File: config.mk
export PLATFORM = sky130hd
export DESIGN_NAME = line_window_3x3
export DESIGN_NICKNAME = d
export VERILOG_FILES = /design/src/rtl/cnn_pkg.sv /design/src/rtl/line_window_3x3_line_fifo.sv /design/src/rtl/line_window_3x3.sv
export SDC_FILE = /design/constraint.sdc
export NUM_CORES = 1
export LEC_CHECK = 0
export ABC_AREA = 1
export BUFFER_PORTS_ARGS = -buffer_cell sky130_fd_sc_hd__buf_2
export CORE_MARGIN = 3
export CORE_UTILIZATION = 32
export DETAILED_ROUTE_END_ITERATION = 16
export PLACE_DENSITY = 0.44
export SETUP_SLACK_MARGIN = 0.3
export SLEW_MARGIN = 40
export SYNTH_ARGS = -nofsm -noshare
export SYNTH_HDL_FRONTEND = slang
export SYNTH_SLANG_ARGS = --single-unit
export TNS_END_PERCENT = 10
File: constraint.sdc
create_clock -name clk -period 3.2 [get_ports clk]
set_input_delay 0.64 -clock clk [delete_from_list [all_inputs] [get_ports clk]]
set_output_delay 0.64 -clock clk [all_outputs]
set_load 0.03 [all_outputs]
File: src/rtl/cnn_pkg.sv
// Shared constants for the CNN datapath: Q8.8 pixel width and 3x3 window geometry.
package cnn_pkg;

  localparam int DATA_W = 16;
  localparam int K      = 3;
  localparam int KK     = K * K;

  // Flat index of window element (r, c); r=0 is the oldest row, c=0 the oldest column.
  function automatic int win_idx(input int r, input int c);
    return K * r + c;
  endfunction

endpackage

File: src/rtl/line_window_3x3_line_fifo.sv
// Fixed-depth circular line buffer: rd_data is the word pushed DEPTH pushes ago.
module line_fifo #(
  parameter int W     = 16,
  parameter int DEPTH = 28
) (
  input  logic         clk,
  input  logic         rst_n,
  input  logic         wr_en,
  input  logic [W-1:0] wr_data,
  output logic [W-1:0] rd_data
);

  localparam int AW = (DEPTH > 1) ? $clog2(DEPTH) : 1;
  localparam logic [AW-1:0] LAST = AW'(DEPTH - 1);

  logic [W-1:0]  mem [DEPTH];
  logic [AW-1:0] ptr;

  // The slot about to be overwritten holds the oldest word, so read before write.
  assign rd_data = mem[ptr];

  always_ff @(posedge clk or negedge rst_n) begin
    if (!rst_n) begin
      ptr <= '0;
    end else if (wr_en) begin
      ptr <= (ptr == LAST) ? '0 : ptr + AW'(1);
    end
  end

  always_ff @(posedge clk) begin
    if (wr_en) begin
      mem[ptr] <= wr_data;
    end
  end

endmodule

File: src/rtl/line_window_3x3.sv
// Streaming 3x3 window generator over a raster pixel stream using two cascaded line buffers.
// Optional WIN_COORD_EN adds out_row/out_col giving the window centre coordinates.
module line_window_3x3
  import cnn_pkg::*;
#(
  parameter int N     = DATA_W,
  parameter int IMG_W = 28,
  parameter int IMG_H = 28
) (
  input  logic            clk,
  input  logic            rst_n,
  input  logic            start,
  input  logic            in_valid,
  input  logic [N-1:0]    in_data,
  output logic            out_valid,
  output logic [KK*N-1:0] win_flat,
  output logic            frame_done
`ifdef WIN_COORD_EN
  ,
  output logic [$clog2(IMG_H)-1:0] out_row,
  output logic [$clog2(IMG_W)-1:0] out_col
`endif
);

  localparam int CW = $clog2(IMG_W);
  localparam int RW = $clog2(IMG_H);
  localparam logic [CW-1:0] COL_LAST = CW'(IMG_W - 1);
  localparam logic [RW-1:0] ROW_LAST = RW'(IMG_H - 1);
  localparam logic [CW-1:0] COL_MIN  = CW'(K - 1);
  localparam logic [RW-1:0] ROW_MIN  = RW'(K - 1);

  logic [CW-1:0]   col, cur_col;
  logic [RW-1:0]   row, cur_row;
  logic [N-1:0]    l0_out, l1_out;
  logic [N-1:0]    new_col [K];
  logic [N-1:0]    win     [K][K];
  logic [N-1:0]    nxt     [K][K];
  logic [KK*N-1:0] nxt_flat;
  logic            emit;

  line_fifo #(.W(N), .DEPTH(IMG_W)) u_line0 (
    .clk(clk), .rst_n(rst_n), .wr_en(in_valid), .wr_data(in_data), .rd_data(l0_out)
  );

  line_fifo #(.W(N), .DEPTH(IMG_W)) u_line1 (
    .clk(clk), .rst_n(rst_n), .wr_en(in_valid), .wr_data(l0_out), .rd_data(l1_out)
  );

  // A start pulse makes the pixel accepted in the same cycle position (0,0).
  assign cur_col = start ? '0 : col;
  assign cur_row = start ? '0 : row;
  assign emit    = in_valid && (cur_row >= ROW_MIN) && (cur_col >= COL_MIN);

  always_comb begin
    new_col[0] = l1_out;
    new_col[1] = l0_out;
    new_col[2] = in_data;
    for (int r = 0; r < K; r++) begin
      for (int c = 0; c < K; c++) begin
        nxt[r][c] = (c < K - 1) ? win[r][c+1] : new_col[r];
      end
    end
  end

  always_comb begin
    nxt_flat = '0;
    for (int r = 0; r < K; r++) begin
      for (int c = 0; c < K; c++) begin
        nxt_flat[win_idx(r, c)*N +: N] = nxt[r][c];
      end
    end
  end

  always_ff @(posedge clk or negedge rst_n) begin
    if (!rst_n) begin
      col        <= '0;
      row        <= '0;
      out_valid  <= 1'b0;
      frame_done <= 1'b0;
      win_flat   <= '0;
      for (int r = 0; r < K; r++) begin
        for (int c = 0; c < K; c++) begin
          win[r][c] <= '0;
        end
      end
    end else begin
      out_valid  <= emit;
      frame_done <= emit && (cur_row == ROW_LAST) && (cur_col == COL_LAST);
      if (emit) begin
        win_flat <= nxt_flat;
      end
      if (in_valid) begin
        win <= nxt;
        if (cur_col == COL_LAST) begin
          col <= '0;
          row <= (cur_row == ROW_LAST) ? '0 : cur_row + RW'(1);
        end else begin
          col <= cur_col + CW'(1);
          row <= cur_row;
        end
      end else if (start) begin
        col <= '0;
        row <= '0;
      end
    end
  end

`ifdef WIN_COORD_EN
  always_ff @(posedge clk or negedge rst_n) begin
    if (!rst_n) begin
      out_row <= '0;
      out_col <= '0;
    end else if (emit) begin
      out_row <= cur_row - RW'(1);
      out_col <= cur_col - CW'(1);
    end
  end
`endif

endmodule

==> reports/qor.yml, run 1 <==
areaGrowthSynthToFinish_pct: 15.4
crit_fanout: 44
ant_nets: 0
io_pins: 166
grt_max_degree: 145
cts-htree-levels: 3
fin_nets: 4937
clockBufferDepth: 3
drtIter0Drc: 2317
cts_inserted_buffers: 121
start_util: 0.324
seq_area_frac_synth: 0.694
clock_tree.root_cell: "clkbuf_16"
yosysWarnings: 0
syn_avg_cell_area_um2: 10.3
finalSetupViolCount: 0
crit_path_start_kind: "flip-flop"
r2r_slack_ns: 0.55
place_inst: 6787
clk_pin_slew_worst_paths_ns: 0.06
drive_gt1_frac: 0.103
finalNonFillerCells: 7016
numClockSinks: 1158
powerDensity_nw_per_um2: 862
rsz0062_at_grt: "no"
synth_fp_nets: 4726
post_cts_resized: 0
routed_wl_um: 139000
synth.distinct_cells: 31
synth_area_um2: 48200
floorplan.rows: 141
numPortBuffers: 165
grt_pass1_vias: 31400
worst_path_most_repeated_cell: "nand2_1"
max_clock_freq_mhz: 378
regArea_um2: 33500
grt_pass1_wl_um: 209000
die_h_um: 394
grt_use_total: 0.177
power.leakage_nw: 24.3
grt_remaining_overflow: 0
fin_skew_ns: 0.0284
clk-insertion-delay-late_ns: 0.74
required_ns: 3.66
worstSetupPathType: "flip-flop to flip-flop"
wl_per_cell_um: 19.9
slowest_delay_ns: 0.54
dieWidth_um: 394
worst_pin_slew_ns: 0.870
syn_inst: 4698
hp-class: "input pin to flip-flop"
crit_chain: "inv_6, buf_12, nor2_1, o21ai_0, nand2_1, nand2_1, inv_1, nand3_2, buf_4"
cts_tree: "built"
slew_headroom: 0.420
finalCritPeriodShare: 0.828
n_fill_cell: 14700
timing.max_cap.violations: 0
fin_setup_tns_ns: 0
end_kind: "flip-flop"
status: "finished, final reports clean"
dpl.hpwl_um: 82800
ir_drop_uv: 735
gp_congestion: 0.773
arrival_ns: 3.11
core_area_um2: 149000
dieArea_um2: 155000
min_period_ns: 2.65
vias: 31800
antenna_found_initial: 3
cp_slowest_cell: "dfrtp_4"
timing_hold_violations_final: 0
routed_via_density: 4.53
drc: 0
cts_setup_buffers: 0
slew_violations: 0
drt_first_pass_iters: 5
ys_seq_elements: 1158
multi_input_area_um2: 11400
worst max-delay path, delay by kind of cell, from the launching register on:
| family | cells | cell delay, ns |
|---|---|---|
| buffers and inverters | 4 | 1.09 |
| DFF | 1 | 0.54 |
| AOI/OAI and AO/OA | 1 | 0.31 |
| and+or+nand+nor | 4 | 0.38 |
registers in the layout, summed over array words and instances (netlist names):
name / cells
u_line0.ptr: 5
out_valid: 1
col: 5
frame_done: 1
u_line1.mem: 448
win_flat: 144
u_line0.mem: 448
u_line1.ptr: 5
row: 5
nxt: 96
cells in the final DEF, fill, tap and decap left out, types with 15 or more instances in the layout:
| master | n |
|---|---|
| nand2_1 | 1880 |
| edfxtp_1 | 896 |
| inv_1 | 530 |
| nand3_1 | 346 |
| dfrtp_1 | 258 |
| o21ai_0 | 232 |
| nor2_1 | 224 |
| buf_2 | 153 |
| buf_4 | 129 |
| clkbuf_16 | 123 |
| clkbuf_1 | 33 |
| buf_12 | 32 |
| clkinv_1 | 31 |
| a21oi_1 | 23 |
| clkinv_2 | 20 |
| o21ai_1 | 15 |
where the power goes:
group,internal (W),switching [W]
sequential,0.0196,0.000578
combinational,0.00354,0.0108
clock,0.00744,0.00593
total,0.0306,0.0174
logic make-up (layout without fill, tap and decap cells):
kind of cell / Yosys count / count (layout) / synth area share
buffers and inverters: 768 / 1082 / 0.0688
AO/OA/AOI/OAI: 278 / 278 / 0.0293
flip-flops: 1158 / 1158 / 0.694
XOR/XNOR: 4 / 4 / 0.000727
AND/OR/NAND/NOR: 2482 / 2482 / 0.205
adder cells (fa/ha/maj): 8 / 8 / 0.00208
other: 0 / 2 / 0
area by class of cell:
| class | instances | share of cell area |
|---|---|---|
| repair buffers | 318 | 0.0438 |
| well taps | 2002 | 0.0450 |
| diodes | 2 | 0.0000900 |
| inverters | 538 | 0.0366 |
| clock buffers | 167 | 0.0603 |
| multi-input cells | 2772 | 0.206 |
| flip-flops and latches | 1158 | 0.602 |
| clock inverters | 59 | 0.00648 |
cell usage after synthesis, drive strengths merged:
cell type  number  area (um^2)
a211o           1         8.76
a21oi          23          115
a31oi           1         6.26
buf           189         1140
clkbuf         41          154
clkinv          1         3.75
dfrtp         262         6560
edfxtp        896        26900
ha              8          100
inv           537         2020
nand2        1884         7080
nand3         361         1880
nand4           3         18.8
nor2          227          857
nor3            5         36.3
nor4            2         12.5
o211ai          5         37.5
o21a            1         7.51
o21ai         247         1240
xnor2           1         8.76
xor2            3         26.3
metrics by stage:
step / utilization / worst slack, ns / instance area [um^2] / total power (W) / hold slack (ns)
finish: 0.374 / 0.552 / 55600 / 0.0479 / 0.336
global placement: 0.349 / 0.521 / 51800 / 0.0353 / 0.458
global route: 0.374 / 0.351 / 55600 / 0.0505 / 0.327
detailed placement: 0.349 / 0.537 / 51900 / 0.0353 / 0.460
CTS: 0.374 / 0.514 / 55600 / 0.0488 / 0.266
floorplan: - / 0.347 / 48200 / 0.0278 / 0.344
timing repair:
item,4_1_cts,5_1_grt
hold buffers,1,0
endpoints found under the setup margin,0,0
endpoints found under the hold margin,53,0
path summary, 6_finish.rpt:
path	start	to	cells after the start
setup / recovery	u_line0.ptr[0]$_DFFE_PN0P_	u_line1.mem[21][14]$_DFFE_PP_	9
hold / removal	start	row[0]$_DFF_PN0_	4
setup reg to reg	u_line0.ptr[0]$_DFFE_PN0P_	u_line1.mem[21][14]$_DFFE_PP_	9
hold reg to reg	win_flat[39]$_DFFE_PN0P_	win_flat[39]$_DFFE_PN0P_	2
max in group asynchronous	rst_n	win_flat[139]$_DFFE_PN0P_	3
min in group asynchronous	rst_n	win_flat[51]$_DFFE_PN0P_	2
routing by layer:
layer  global-route usage  vias up  share of wire
met5                    0        -              0
met2                0.293      587           0.48
met1                0.250    15500           0.46
met4               0.0407        0          0.022
li1                     -    15500              -
met3               0.0217      185          0.037
Power figures use the tool's default switching activity.
==> inputs of run 2 (changes only) <==
--- a/config.mk
+++ b/config.mk
@@ -10,7 +10,7 @@
 export CORE_MARGIN = 3
 export CORE_UTILIZATION = 32
 export DETAILED_ROUTE_END_ITERATION = 16
-export PLACE_DENSITY = 0.44
+export PLACE_DENSITY = 0.45
 export SETUP_SLACK_MARGIN = 0.3
 export SLEW_MARGIN = 40
 export SYNTH_ARGS = -nofsm -noshare
==> constraint.sdc (replaced) <==
create_clock -name clk -period 2.3 [get_ports clk]
set_input_delay 0.46 -clock clk [delete_from_list [all_inputs] [get_ports clk]]
set_output_delay 0.46 -clock clk [all_outputs]
set_load 0.03 [all_outputs]
==> reports/qor.yml, run 2 (synthesis results as in run 1) <==
p_total_w: 0.0730  # +52%
finalSetupViolCount: 0  # unchanged
status: "finished, final reports clean"
largestRegisters: "u_line0.mem x448, u_line1.mem x448, win_flat x144"
worstSetupPathType: "flip-flop to flip-flop"
timing.max_cap.violations: 0  # unchanged
numClockSinks: 1158  # unchanged
hp-class: "input pin to flip-flop"
wl_per_cell_um: 20.3  # +2.1%
grt_max_degree: 96  # -34%
rsz0062_at_grt: "yes"
powerDensity_nw_per_um2: 1220  # +41%
grt_pass1_vias: 31700  # +1.0%
cts_inserted_buffers: 121  # unchanged
clockBufferDepth: 3  # unchanged
dieWidth_um: 394  # unchanged
start_util: 0.324  # unchanged
grt_use_total: 0.180  # +0.00222
worst_path_most_repeated_cell: "buf_6"
crit_chain: "buf_12, buf_12, buf_6, buf_6, nand2_2, nand2_1, nand2_1, a21oi_2, nor2_4, buf_6, nand3_4, clkbuf_16"
areaGrowthSynthToFinish_pct: 24.2
die_h_um: 394  # unchanged
dp_slack_ns: -0.146  # -0.683 ns
antenna_found_initial: 7  # +4
cp_slowest_cell: "dfrtp_4"
final_area_um2: 59900  # +7.7%
drtIter0Drc: 2664  # +15%
fin_skew_ns: 0.0268  # -0.00151 ns
clock_tree.root_cell: "clkbuf_16"
postLayoutCoreUtil: 0.403  # +0.0287
ir_drop_uv: 955  # +30%
clk_pin_slew_worst_paths_ns: 0.06  # about the same
slowest_delay_ns: 0.55  # about the same
grt_pass1_wl_um: 210000  # +0.64%
dpl.hpwl_um: 86100  # +4.0%
final_cell_mix: "nand2_1, edfxtp_1, inv_1"
ant_nets: 0  # unchanged
routed_via_density: 4.58  # +1.2%
dpl_cell_area_um2: 54000  # +4.0%
cts-htree-levels: 3  # unchanged
rr_startpoint: "u_line0.ptr[0]$_DFFE_PN0P_"
end_kind: "flip-flop"
cts_tree: "built"
vias: 32900  # +3.7%
crit_start: "u_line0.ptr[0]$_DFFE_PN0P_"
slew_headroom: 0.430  # +0.00971
core_area_um2: 149000  # unchanged
min_period_ns: 2.26  # -0.393 ns
drc: 0  # unchanged
drive_gt1_frac: 0.167  # +0.0641
r2r_slack_ns: 0.04  # -0.51 ns
io_pins: 166  # unchanged
arrival_ns: 2.73  # -0.38 ns
routed_wl_um: 146000  # +4.6%
grt_remaining_overflow: 0  # unchanged
dieArea_um2: 155000  # unchanged
power.leakage_nw: 26.0  # +7.3%
path_delay_family: "buffers and inverters"
drt_first_pass_iters: 6  # +1
timing_hold_violations_final: 0  # unchanged
crit_path_start_kind: "flip-flop"
final_common_cell: "nand2_1"
place_inst: 6892  # +1.5%
crit_fanout: 15  # -66%
holdCritStartpoint: "in_valid"
timing.final.ws_setup_ns: 0.0445  # -0.507 ns
path_buf_inv: 6  # +2
fin_nets: 5114  # +3.6%
gp_congestion: 0.781  # +0.92%
required_ns: 2.77  # -0.89 ns
max_clock_freq_mhz: 443  # +17%
worst_pin_slew_ns: 0.855  # -0.0146 ns
numPortBuffers: 165  # unchanged
finalNonFillerCells: 7189  # +2.5%
clk-insertion-delay-late_ns: 0.74  # about the same
finalCritPeriodShare: 0.981  # +0.153
slew_violations: 0  # unchanged
floorplan.rows: 141  # unchanged
==> run 2: worst min-delay path, delay by kind of cell <==
kind	cells	cell delay, ns
buf+inv	1	0.17
simple gates	1	0.08
compound gates	1	0.07
==> run 2: cell type report <==
type	count	area (um^2)
sequential	1158	33500
clock buffer	156	3270
multi-input combinational	2772	12100
timing repair buffer	491	5800
inverter	538	2080
fill	14400	88800
antenna	2	5.00
timing repair inverter	4	86.3
tap	2002	2500
clock inverter	66	547
==> run 2: path summary, 6_finish.rpt <==
| path | cells after the start | end |
|---|---|---|
| hold / removal | 3 | nxt[25]$_DFFE_PN0P_ |
| setup / recovery | 12 | u_line1.mem[25][11]$_DFFE_PP_ |
| max in group asynchronous | 3 | row[4]$_DFF_PN0_ |
| setup reg to reg | 12 | u_line1.mem[25][11]$_DFFE_PP_ |
| min in group asynchronous | 2 | win_flat[65]$_DFFE_PN0P_ |
| hold reg to reg | 2 | win_flat[26]$_DFFE_PN0P_ |
==> run 2: report_power, final <==
| group | internal (W) | switching [W] | leakage [nW] |
|---|---|---|---|
| sequential | 0.0273 | 0.000816 | 11.5 |
| combinational | 0.00892 | 0.0168 | 12.6 |
| clock | 0.0109 | 0.00828 | 1.89 |
==> run 2: stage by stage <==
stage,hold WS [ns],setup TNS [ns]
final,0.0898,0
after global routing,0.0649,-0.174
after CTS,0.0406,0
after detailed placement,0.433,-13.49
after global placement,0.439,-11.36
after floorplan,0.164,0
==> run 2: metal layers <==
metal	share of wire	global-route usage	up-vias
met5	0	0	-
met4	0.024	0.0439	0
met3	0.044	0.0242	176
met2	0.47	0.294	731
met1	0.46	0.253	16100
li1	-	-	15900
==> run 2: repair_timing <==
action	in CTS	in global routing
buffers inserted	13	26
hold endpoints to repair	44	0
resized for setup	80	177
setup endpoints to repair	1303	1394
pin swaps	9	21
gates cloned	9	24
hold buffers	1	0
